===== src/rtl/score_seg_scanner.sv =====
// ---------------------------------------------------------------------------
// score_seg_scanner
//   Multiplexed 7-segment scoreboard driver. Two binary scores are converted
//   to decimal by a sequential double-dabble engine once per display frame and
//   shown on NUM_DIGITS time-multiplexed digits. The lower half of the digits
//   shows score2, the upper half shows score1. Values above the half's decimal
//   range saturate to all nines.
//
//   Optional feature macro: BLINK_EN
//     defined   : 6-bit frame counter; while blink=1 and the blink phase is 1
//                 all anodes are forced off (phase toggles every 32 frames).
//     undefined : blink is ignored and the display is never forced off.
//
//   Parameters
//     NUM_DIGITS  : total digits, even, 2..8
//     REFRESH_DIV : cycles each digit stays lit (>= SCORE_W+4)
//     SCORE_W     : width of each score input, 1..16
//     ACTIVE_LOW  : 1 = seg/an active-low, 0 = active-high
//
//   Ports
//     clk_100MHz : system clock
//     reset      : synchronous, active-high
//     score1     : player-1 score (upper half of the display)
//     score2     : player-2 score (lower half of the display)
//     blank_lz   : 1 = blank leading zeros within each half
//     blink      : game-over blink request (BLINK_EN builds only)
//     seg        : registered segments, seg[0]=a .. seg[6]=g
//     an         : registered digit enables, an[0] = rightmost digit
// ---------------------------------------------------------------------------
module score_seg_scanner #(
  parameter int unsigned NUM_DIGITS  = 4,
  parameter int unsigned REFRESH_DIV = 250000,
  parameter int unsigned SCORE_W     = 4,
  parameter int unsigned ACTIVE_LOW  = 1
) (
  input  logic                  clk_100MHz,
  input  logic                  reset,
  input  logic [SCORE_W-1:0]    score1,
  input  logic [SCORE_W-1:0]    score2,
  input  logic                  blank_lz,
  input  logic                  blink,
  output logic [6:0]            seg,
  output logic [NUM_DIGITS-1:0] an
);

  localparam int unsigned HALF  = NUM_DIGITS / 2;
  localparam int unsigned BCD_W = 4 * HALF;
  localparam int unsigned SR_W  = BCD_W + SCORE_W;
  localparam int unsigned CNT_W = (REFRESH_DIV > 1) ? $clog2(REFRESH_DIV) : 1;
  localparam int unsigned IDX_W = (NUM_DIGITS > 1) ? $clog2(NUM_DIGITS) : 1;
  localparam int unsigned BIT_W = $clog2(SCORE_W + 1);

  // Largest value a half can show: 9, 99, 999 or 9999.
  localparam int unsigned MAX_VAL = (HALF == 1) ? 9 :
                                    (HALF == 2) ? 99 :
                                    (HALF == 3) ? 999 : 9999;

  localparam logic [6:0]            SEG_OFF = (ACTIVE_LOW != 0) ? 7'h7F : 7'h00;
  localparam logic [NUM_DIGITS-1:0] AN_OFF  = (ACTIVE_LOW != 0) ? {NUM_DIGITS{1'b1}}
                                                                : {NUM_DIGITS{1'b0}};

  typedef enum logic [1:0] {
    CV_IDLE  = 2'd0,
    CV_SHIFT = 2'd1,
    CV_LOAD  = 2'd2
  } cv_state_t;

  // Active-high segment pattern (g..a) for one decimal digit.
  function automatic logic [6:0] enc7(input logic [3:0] d);
    logic [6:0] s;
    case (d)
      4'd0:    s = 7'b0111111;
      4'd1:    s = 7'b0000110;
      4'd2:    s = 7'b1011011;
      4'd3:    s = 7'b1001111;
      4'd4:    s = 7'b1100110;
      4'd5:    s = 7'b1101101;
      4'd6:    s = 7'b1111101;
      4'd7:    s = 7'b0000111;
      4'd8:    s = 7'b1111111;
      4'd9:    s = 7'b1101111;
      default: s = 7'b0000000;
    endcase
    return s;
  endfunction

  // Saturate so that the converted value always fits in HALF BCD digits.
  function automatic logic [SCORE_W-1:0] clamp_score(input logic [SCORE_W-1:0] v);
    logic [SCORE_W-1:0] r;
    r = v;
    if (32'(v) > MAX_VAL) r = SCORE_W'(MAX_VAL);
    return r;
  endfunction

  // One double-dabble step: add 3 to every BCD nibble >= 5, then shift left.
  function automatic logic [SR_W-1:0] dd_step(input logic [SR_W-1:0] v);
    logic [SR_W-1:0] t;
    t = v;
    for (int unsigned d = 0; d < HALF; d++) begin
      if (t[SCORE_W + 4*d +: 4] >= 4'd5)
        t[SCORE_W + 4*d +: 4] = t[SCORE_W + 4*d +: 4] + 4'd3;
    end
    return {t[SR_W-2:0], 1'b0};
  endfunction

  // -------------------------------------------------------------------------
  // Refresh counter and digit index
  // -------------------------------------------------------------------------
  logic [CNT_W-1:0] r_cnt;
  logic [IDX_W-1:0] r_idx;
  logic             r_lit;
  logic             w_wrap;
  logic             w_frame_start;

  assign w_wrap = (r_cnt == CNT_W'(REFRESH_DIV - 1));
  // The first wrap after reset lights index 0, so it also starts a frame.
  assign w_frame_start = w_wrap && (!r_lit || (r_idx == IDX_W'(NUM_DIGITS - 1)));

  always_ff @(posedge clk_100MHz) begin
    if (reset) begin
      r_cnt <= '0;
      r_idx <= '0;
      r_lit <= 1'b0;
    end else if (w_wrap) begin
      r_cnt <= '0;
      r_lit <= 1'b1;
      if (w_frame_start) r_idx <= '0;
      else               r_idx <= r_idx + IDX_W'(1);
    end else begin
      r_cnt <= r_cnt + CNT_W'(1);
    end
  end

  // -------------------------------------------------------------------------
  // Converter FSM
  // -------------------------------------------------------------------------
  cv_state_t        r_state;
  cv_state_t        w_state_nxt;
  logic             w_shift;
  logic             w_load;
  logic [BIT_W-1:0] r_bit;

  always_ff @(posedge clk_100MHz) begin
    if (reset) r_state <= CV_IDLE;
    else       r_state <= w_state_nxt;
  end

  always_comb begin
    w_state_nxt = r_state;
    w_shift     = 1'b0;
    w_load      = 1'b0;
    case (r_state)
      CV_IDLE: w_state_nxt = CV_IDLE;
      CV_SHIFT: begin
        w_shift = 1'b1;
        if (r_bit == BIT_W'(SCORE_W - 1)) w_state_nxt = CV_LOAD;
      end
      CV_LOAD: begin
        w_load      = 1'b1;
        w_state_nxt = CV_IDLE;
      end
      default: w_state_nxt = CV_IDLE;
    endcase
    // A frame start always (re)launches a conversion from the new snapshot.
    if (w_frame_start) w_state_nxt = CV_SHIFT;
  end

  // -------------------------------------------------------------------------
  // Conversion datapath and display registers
  // -------------------------------------------------------------------------
  logic [SR_W-1:0]  r_sr1;
  logic [SR_W-1:0]  r_sr2;
  logic [BCD_W-1:0] r_disp1;
  logic [BCD_W-1:0] r_disp2;

  always_ff @(posedge clk_100MHz) begin
    if (reset) begin
      r_sr1   <= '0;
      r_sr2   <= '0;
      r_bit   <= '0;
      r_disp1 <= '0;
      r_disp2 <= '0;
    end else begin
      if (w_frame_start) begin
        r_sr1 <= {BCD_W'(0), clamp_score(score1)};
        r_sr2 <= {BCD_W'(0), clamp_score(score2)};
        r_bit <= '0;
      end else if (w_shift) begin
        r_sr1 <= dd_step(r_sr1);
        r_sr2 <= dd_step(r_sr2);
        r_bit <= r_bit + BIT_W'(1);
      end
      // Both halves update together so no frame shows mixed old/new digits.
      if (w_load) begin
        r_disp1 <= r_sr1[SR_W-1 -: BCD_W];
        r_disp2 <= r_sr2[SR_W-1 -: BCD_W];
      end
    end
  end

  // -------------------------------------------------------------------------
  // Optional blink phase
  // -------------------------------------------------------------------------
`ifdef BLINK_EN
  logic [5:0] r_frame_cnt;
  logic       w_blank_all;

  always_ff @(posedge clk_100MHz) begin
    if (reset)              r_frame_cnt <= '0;
    else if (w_frame_start) r_frame_cnt <= r_frame_cnt + 6'd1;
  end

  // MSB of the frame counter toggles every 32 frames: it is the blink phase.
  assign w_blank_all = blink && r_frame_cnt[5];
`else
  logic w_blink_unused;
  logic w_blank_all;

  assign w_blink_unused = blink;
  assign w_blank_all    = 1'b0;
`endif

  // -------------------------------------------------------------------------
  // Digit selection, leading-zero blanking and encoding
  // -------------------------------------------------------------------------
  logic [BCD_W-1:0]      w_half;
  logic [IDX_W-1:0]      w_pos;
  logic [3:0]            w_digit;
  logic                  w_upper_zero;
  logic                  w_blank;
  logic [6:0]            w_seg_ah;
  logic [NUM_DIGITS-1:0] w_an_ah;

  always_comb begin
    w_half       = r_disp2;
    w_pos        = r_idx;
    w_upper_zero = 1'b1;
    w_digit      = 4'd0;
    w_blank      = 1'b0;
    w_seg_ah     = 7'h00;
    w_an_ah      = '0;

    if (r_idx >= IDX_W'(HALF)) begin
      w_half = r_disp1;
      w_pos  = r_idx - IDX_W'(HALF);
    end
    w_digit = w_half[32'(w_pos) * 4 +: 4];

    // Blank only if this digit and all more significant digits in the half are 0.
    for (int unsigned d = 0; d < HALF; d++) begin
      if ((d >= 32'(w_pos)) && (w_half[4*d +: 4] != 4'd0)) w_upper_zero = 1'b0;
    end
    w_blank = blank_lz && (w_pos != '0) && w_upper_zero;

    if (r_lit) begin
      w_an_ah  = NUM_DIGITS'(1) << r_idx;
      w_seg_ah = w_blank ? 7'h00 : enc7(w_digit);
    end
    if (w_blank_all) w_an_ah = '0;
  end

  // Registered outputs with polarity applied.
  always_ff @(posedge clk_100MHz) begin
    if (reset) begin
      seg <= SEG_OFF;
      an  <= AN_OFF;
    end else begin
      seg <= (ACTIVE_LOW != 0) ? ~w_seg_ah : w_seg_ah;
      an  <= (ACTIVE_LOW != 0) ? ~w_an_ah  : w_an_ah;
    end
  end

endmodule


===== config.mk =====
export PLATFORM = sky130hd
export DESIGN_NAME = score_seg_scanner
export DESIGN_NICKNAME = d
export VERILOG_FILES = /design/src/rtl/score_seg_scanner.sv
export SDC_FILE = /design/constraint.sdc
export NUM_CORES = 1
export LEC_CHECK = 0
export BUFFER_PORTS_ARGS = -buffer_cell sky130_fd_sc_hd__buf_4
export CAP_MARGIN = 40
export CORE_MARGIN = 2
export CORE_UTILIZATION = 25
export CTS_CLUSTER_DIAMETER = 150
export DETAILED_ROUTE_END_ITERATION = 8
export PLACE_DENSITY_LB_ADDON = 0.1
export SLEW_MARGIN = 10
export SYNTH_ARGS = -nofsm -noshare
export SYNTH_HDL_FRONTEND = slang
export SYNTH_SLANG_ARGS = --single-unit

===== constraint.sdc =====
create_clock -name clk_100MHz -period 6.03 [get_ports clk_100MHz]
set_input_delay 0.3015 -clock clk_100MHz [delete_from_list [all_inputs] [get_ports clk_100MHz]]
set_output_delay 0.3015 -clock clk_100MHz [all_outputs]
set_load 0.1 [all_outputs]

Word level (Yosys, flattened, before mapping). Memories as Yosys holds them, arrays and structs flattened. Cells that the tools add are included.

Bits in registers: 77. ROM bits: 112. Input port bits: 12. Output and inout port bits: 11. Logic and storage cells: 76. Memories kept: 1.

Memory list: (name not given) (depth 16, bits a word 7, rd ports 1, clocked after memory_dff 0, wr ports 0, RTL line 71) `case (d)`.

Add/sub/neg operators: 8. Order comparisons: 7. Eq/ne operators: 6. Shift operators: 2. Mux-type cells: 21. Bitwise gates (word level): 3. Reduce and logical (&&, ||, !) cells: 14.

Operators with widths (count): 4-bit 2-to-1 mux (7); 18-bit by 1-bit adder with 18-bit output, second input constant (1); 18-bit == test, second input constant (1); 4-bit by 3-bit greater-or-equal comparator with 1-bit output, second input constant (4); 7-bit 2-to-1 mux (2); 4-bit by 2-bit adder with 4-bit output, second input constant (2); 8-bit 2-to-1 mux (1); 4-bit nonzero test (2); 8-bit by 5-bit indexed part select with 4-bit output (1); 1-bit 2-to-1 mux (7); 7-bit inverter (1); 3-bit by 2-bit adder with 3-bit output, second input constant (2); 3-bit 2-to-1 mux (2); 1-bit logical AND (5); 2-bit == test, second input constant (2); 1-bit by 2-bit greater-or-equal comparator with 1-bit output, first input constant (2); 2-bit 2-to-1 mux (2); 4-bit inverter (1); 2-bit nonzero test (2); 2-bit OR reduction (2); 1-bit by 2-bit << shifter with 4-bit output, first input constant (1); 3-bit by 1-bit adder with 3-bit output, second input constant (1); 3-bit by 2-bit == test with 1-bit output, second input constant (1); 3-bit != test, second input constant (1); other kinds (8) (8).

Depth between registers and ports, before layout.
Depth in word-level cells: 10. Depth in mapped cells: 10. Gate-level depth less buffers: 9.

Worst setup path after synthesis. OpenSTA, ideal clock, no wires.

Path type: reg-to-reg. Start: reg r_idx[0]. End: reg seg[0]. Setup time: 130 ps. Arrival: 2278 ps. Required time: 5900 ps. Slack: 3622 ps. Stages on the path, launching flop included: 11. Path buffers: 1. Clock period less this slack: 2408 ps. Path through: dfxtp_1 buf_2 inv_1 ha_1 nor2_2 mux2_2 o221ai_1 inv_1 ha_1 mux2i_1 a21oi_1.

Cells in the longest elaborated chain, start to end: 10. Elaborated cells between the ends (all ways): 20. Those cells by class: 1 x add/sub; 3 x order compare; 1 x shift; 6 x mux; 1 x bitwise; 7 x reduce/logical; 1 x memory.

Ends and longest elaborated chain: start: declaration (RTL line 110) `logic [IDX_W-1:0] r_idx;`; start signal: assignment (RTL line 128) `else r_idx <= r_idx + IDX_W'(1);`; parallel branches: the longest is 7 deep, another holds memory 16 x 7 bit; 7-bit 2-to-1 mux (*) (RTL line 257) `w_seg_ah = w_blank ? 7'h00 : enc7(w_digit);`; 7-bit 2-to-1 mux (*) (RTL line 255) `if (r_lit) begin`; 7-bit inverter (*) (RTL line 268) `seg <= (ACTIVE_LOW != 0) ? ~w_seg_ah : w_seg_ah;`; end signal: assignment (RTL line 268); end: declaration (RTL line 42) `output logic [6:0] seg,`.

Every way passes the cells marked *. A chain may end at the register's enable or synchronous reset.

Final worst setup path.
Start: reg r_idx[0]. End: reg seg[6].

The elaborated chain is that of the path after synthesis.

==> flow_summary.yaml <==
run_status:
  status: "complete, no violations"
power_and_ir_drop:
  p_seq_share_pct: 51.4
  internal_power_mw: 0.789
  switching_share_pct: 21.0
  vdd_ir_drop_max_uv: 125
  p_leak_nw: 1.57
  finalPower_mw: 0.998
  powerDensity_nw_per_um2: 239
  pwr-share-comb_pct: 1.6
  clkPwrFrac_pct: 47.0
  p_sw_mw: 0.209
sta:
  rsz0062_at_grt: "false"
  fin_crit_ns: 3.00
  tightest_slew_ns: 0.859
  setup_violations: 0
  slew_headroom_pct: 42.7
  max_freq_mhz: 333
  finalMaxSlewViolations: 0
  layout_setup_ws_ns: 3.03
  hold_viol: 0
  fin_skew_ns: 0.00519
  final.period_utilization_pct: 49.8
  setup_tns_ns: 0
drt:
  ant_nets: 0
  wl_um: 7770
  vias: 2843
  avgViaCountPerCell: 4.50
  drtIter0Drc: 120
  wl_per_cell_um: 12.3
  first_pass_iters: 4
  drc_errors: 0
worst_setup_path:
  cp-start-kind: "register"
  endpoint_kind: "register"
  required_ns: 6.23
  critPathKind: "reg2reg"
  cpMaxStageDelayCell: "dfxtp_1"
  crit_family: "flip-flops"
  max_stage_delay_ns: 0.64
  cp_max_fo: 13
  crit_arrival_ns: 3.20
  crit_buf_inv: 2
  worstPathCellList: "inv_1 -> ha_1 -> nor2_2 -> mux2_2 -> o221ai_1 -> inv_1 -> ha_1 -> mux2i_1 -> a21oi_1"
synth:
  yosysSeqAreaShare_pct: 42.7
  synthCells: 432
  synth-async-reset-ratio_pct: 0
  syn-num-nets: 464
  synth_ff_type: "dfxtp_1"
  synth-seq-cells: 77
  synth-warning-count: 0
  synth-edff-count: 0
  synth_area_per_cell_um2: 8.36
  synth_cell_types: 46
  syn-cell-area_um2: 3610
global_routing:
  overflow: 0
  antenna_found_initial: 0
  grt_use_total_pct: 10.5
  grt_pass1_vias: 2700
  grt_max_degree: 32
  grt_pass1_wl_um: 13400
floorplan:
  row_count: 43
  start_util_pct: 25.8
  core_um2: 14000
  die_w_um: 124
  die_h_um: 124
  ios: 23
  die_area_um2: 15400
placement:
  routabilityCongestion: 0.738
  port-buffer-count: 21
  place_hpwl_um: 5310
  dp_slack_ns: 3.00
  dp_cells: 618
cts:
  cts_htree_levels: 3
  post_cts_buffers: 0
  cts_root_buf: "clkbuf_16"
  cts_hold_buf: 0
  cts_sinks: 77
  clkTransAtPathRegs_ns: 0.06
  clock_path_buffers: 2
  cts_resized: 0
  clock_latency_ns: 0.33
  cts_buffers: 9
  cts_tree: "built"
finish:
  drive_gt1_share_pct: 10.8
  area_delta_synth_final_pct: 15.8
  final_cells: 632
  fin_nets: 481
  final_util_pct: 29.9
  diodes: 0
worst_hold_path:
  hold_class: "in2reg"
flow_run:
  drv_cap: 0
-- kinds of logic after synthesis --
kind of cell / synth area share [%]
and+or+nand+nor: 23.9
DFF: 42.7
AOI/OAI and AO/OA: 11.7
buffers and inverters: 4.40
xor gates and xnor gates: 5.82
adders and majority gates: 6.93
muxes: 4.54
-- Yosys cell counts, drive strengths merged, types with 11 or more instances --
library cell,n,area (um^2)
o21ai,13,65.1
xnor2,13,114
nand2,84,315
ha,20,250
a21oi,45,225
dfxtp,77,1540
xor2,11,96.3
inv,16,60.1
clkbuf,13,48.8
nand3,12,65.1
mux2i,13,130
nor2,51,196
-- final timing paths --
check                                           start               endpoint  slack [ns]  depth (start not counted)
worst max register to register  r_idx[0]$_SDFFE_PP0P_      seg[6]$_SDFF_PP1_        3.03                          9
worst max-delay path            r_idx[0]$_SDFFE_PP0P_      seg[6]$_SDFF_PP1_        3.03                          9
worst min register to register  r_sr1[3]$_SDFFE_PP0P_  r_sr1[4]$_SDFFE_PP0N_        0.45                          2
worst min-delay path                        score2[3]  r_sr2[3]$_SDFFE_PP0P_        0.21                          3
-- worst reg2reg max path: cells and delay by family (launching register included) --
family | cells | cell delay (ns)
simple gates | 1 | 0.22
buf+inv | 2 | 0.35
compound gates | 2 | 0.56
flops | 1 | 0.64
fa+ha+maj | 2 | 0.61
mux | 2 | 0.50
-- layout by cell type (no fill, tap or decap), types with 13 or more instances in the layout --
cell type,n
buf_4,23
nand2_1,84
inv_1,16
mux2i_1,13
xnor2_1,13
nor2_1,49
o21ai_0,13
a21oi_1,45
ha_1,20
dfxtp_1,77
-- per-stage QoR --
step                instance area (um^2)  hold WS [ns]
global placement                    3910         0.443
global route                        4180         0.208
floorplan                           3610         0.431
detailed placement                  3940         0.450
finish                              4180         0.208
CTS                                 4180         0.197
-- flip-flops by register name, summed over array words and instances (netlist names) --
| signal | flops |
|---|---|
| r_disp2 | 8 |
| seg | 7 |
| r_idx | 2 |
| r_bit | 3 |
| r_disp1 | 8 |
| r_cnt | 18 |
| r_state | 2 |
| an | 4 |
| r_sr2 | 12 |
| r_sr1 | 12 |
| r_lit | 1 |
-- power groups by stage --
| stage | registers, mW | logic, mW | clock network (mW) |
|---|---|---|---|
| after detailed placement | 0.524 | 0.0170 | 0 |
| final | 0.513 | 0.0164 | 0.469 |
| after global placement | 0.524 | 0.0171 | 0 |
| after global routing | 0.513 | 0.0184 | 0.511 |
| after CTS | 0.513 | 0.0171 | 0.491 |
| after floorplan | 0.523 | 0.0105 | 0 |
-- area by class of cell --
type                       instances  area [um^2]
inverter                          16         60.1
multi-input combinational        320         1910
sequential                        77         1540
clock buffer                      11          233
clock inverter                     3         15.0
timing repair buffer              25          195
fill                            1519         9810
tap                              180          225
-- layer usage --
layer | wire length (um) | part of all wire [%] | vias to the layer above | global-route usage (%)
li1 | - | - | 1469 | -
met4 | 92 | 1.2 | 0 | 3.37
met2 | 3420 | 44 | 31 | 16.1
met1 | 4060 | 52 | 1335 | 14.2
met3 | 199 | 2.6 | 8 | 2.97
met5 | 0 | 0 | - | 0
Note: power is estimated with default switching activity, not from simulation.
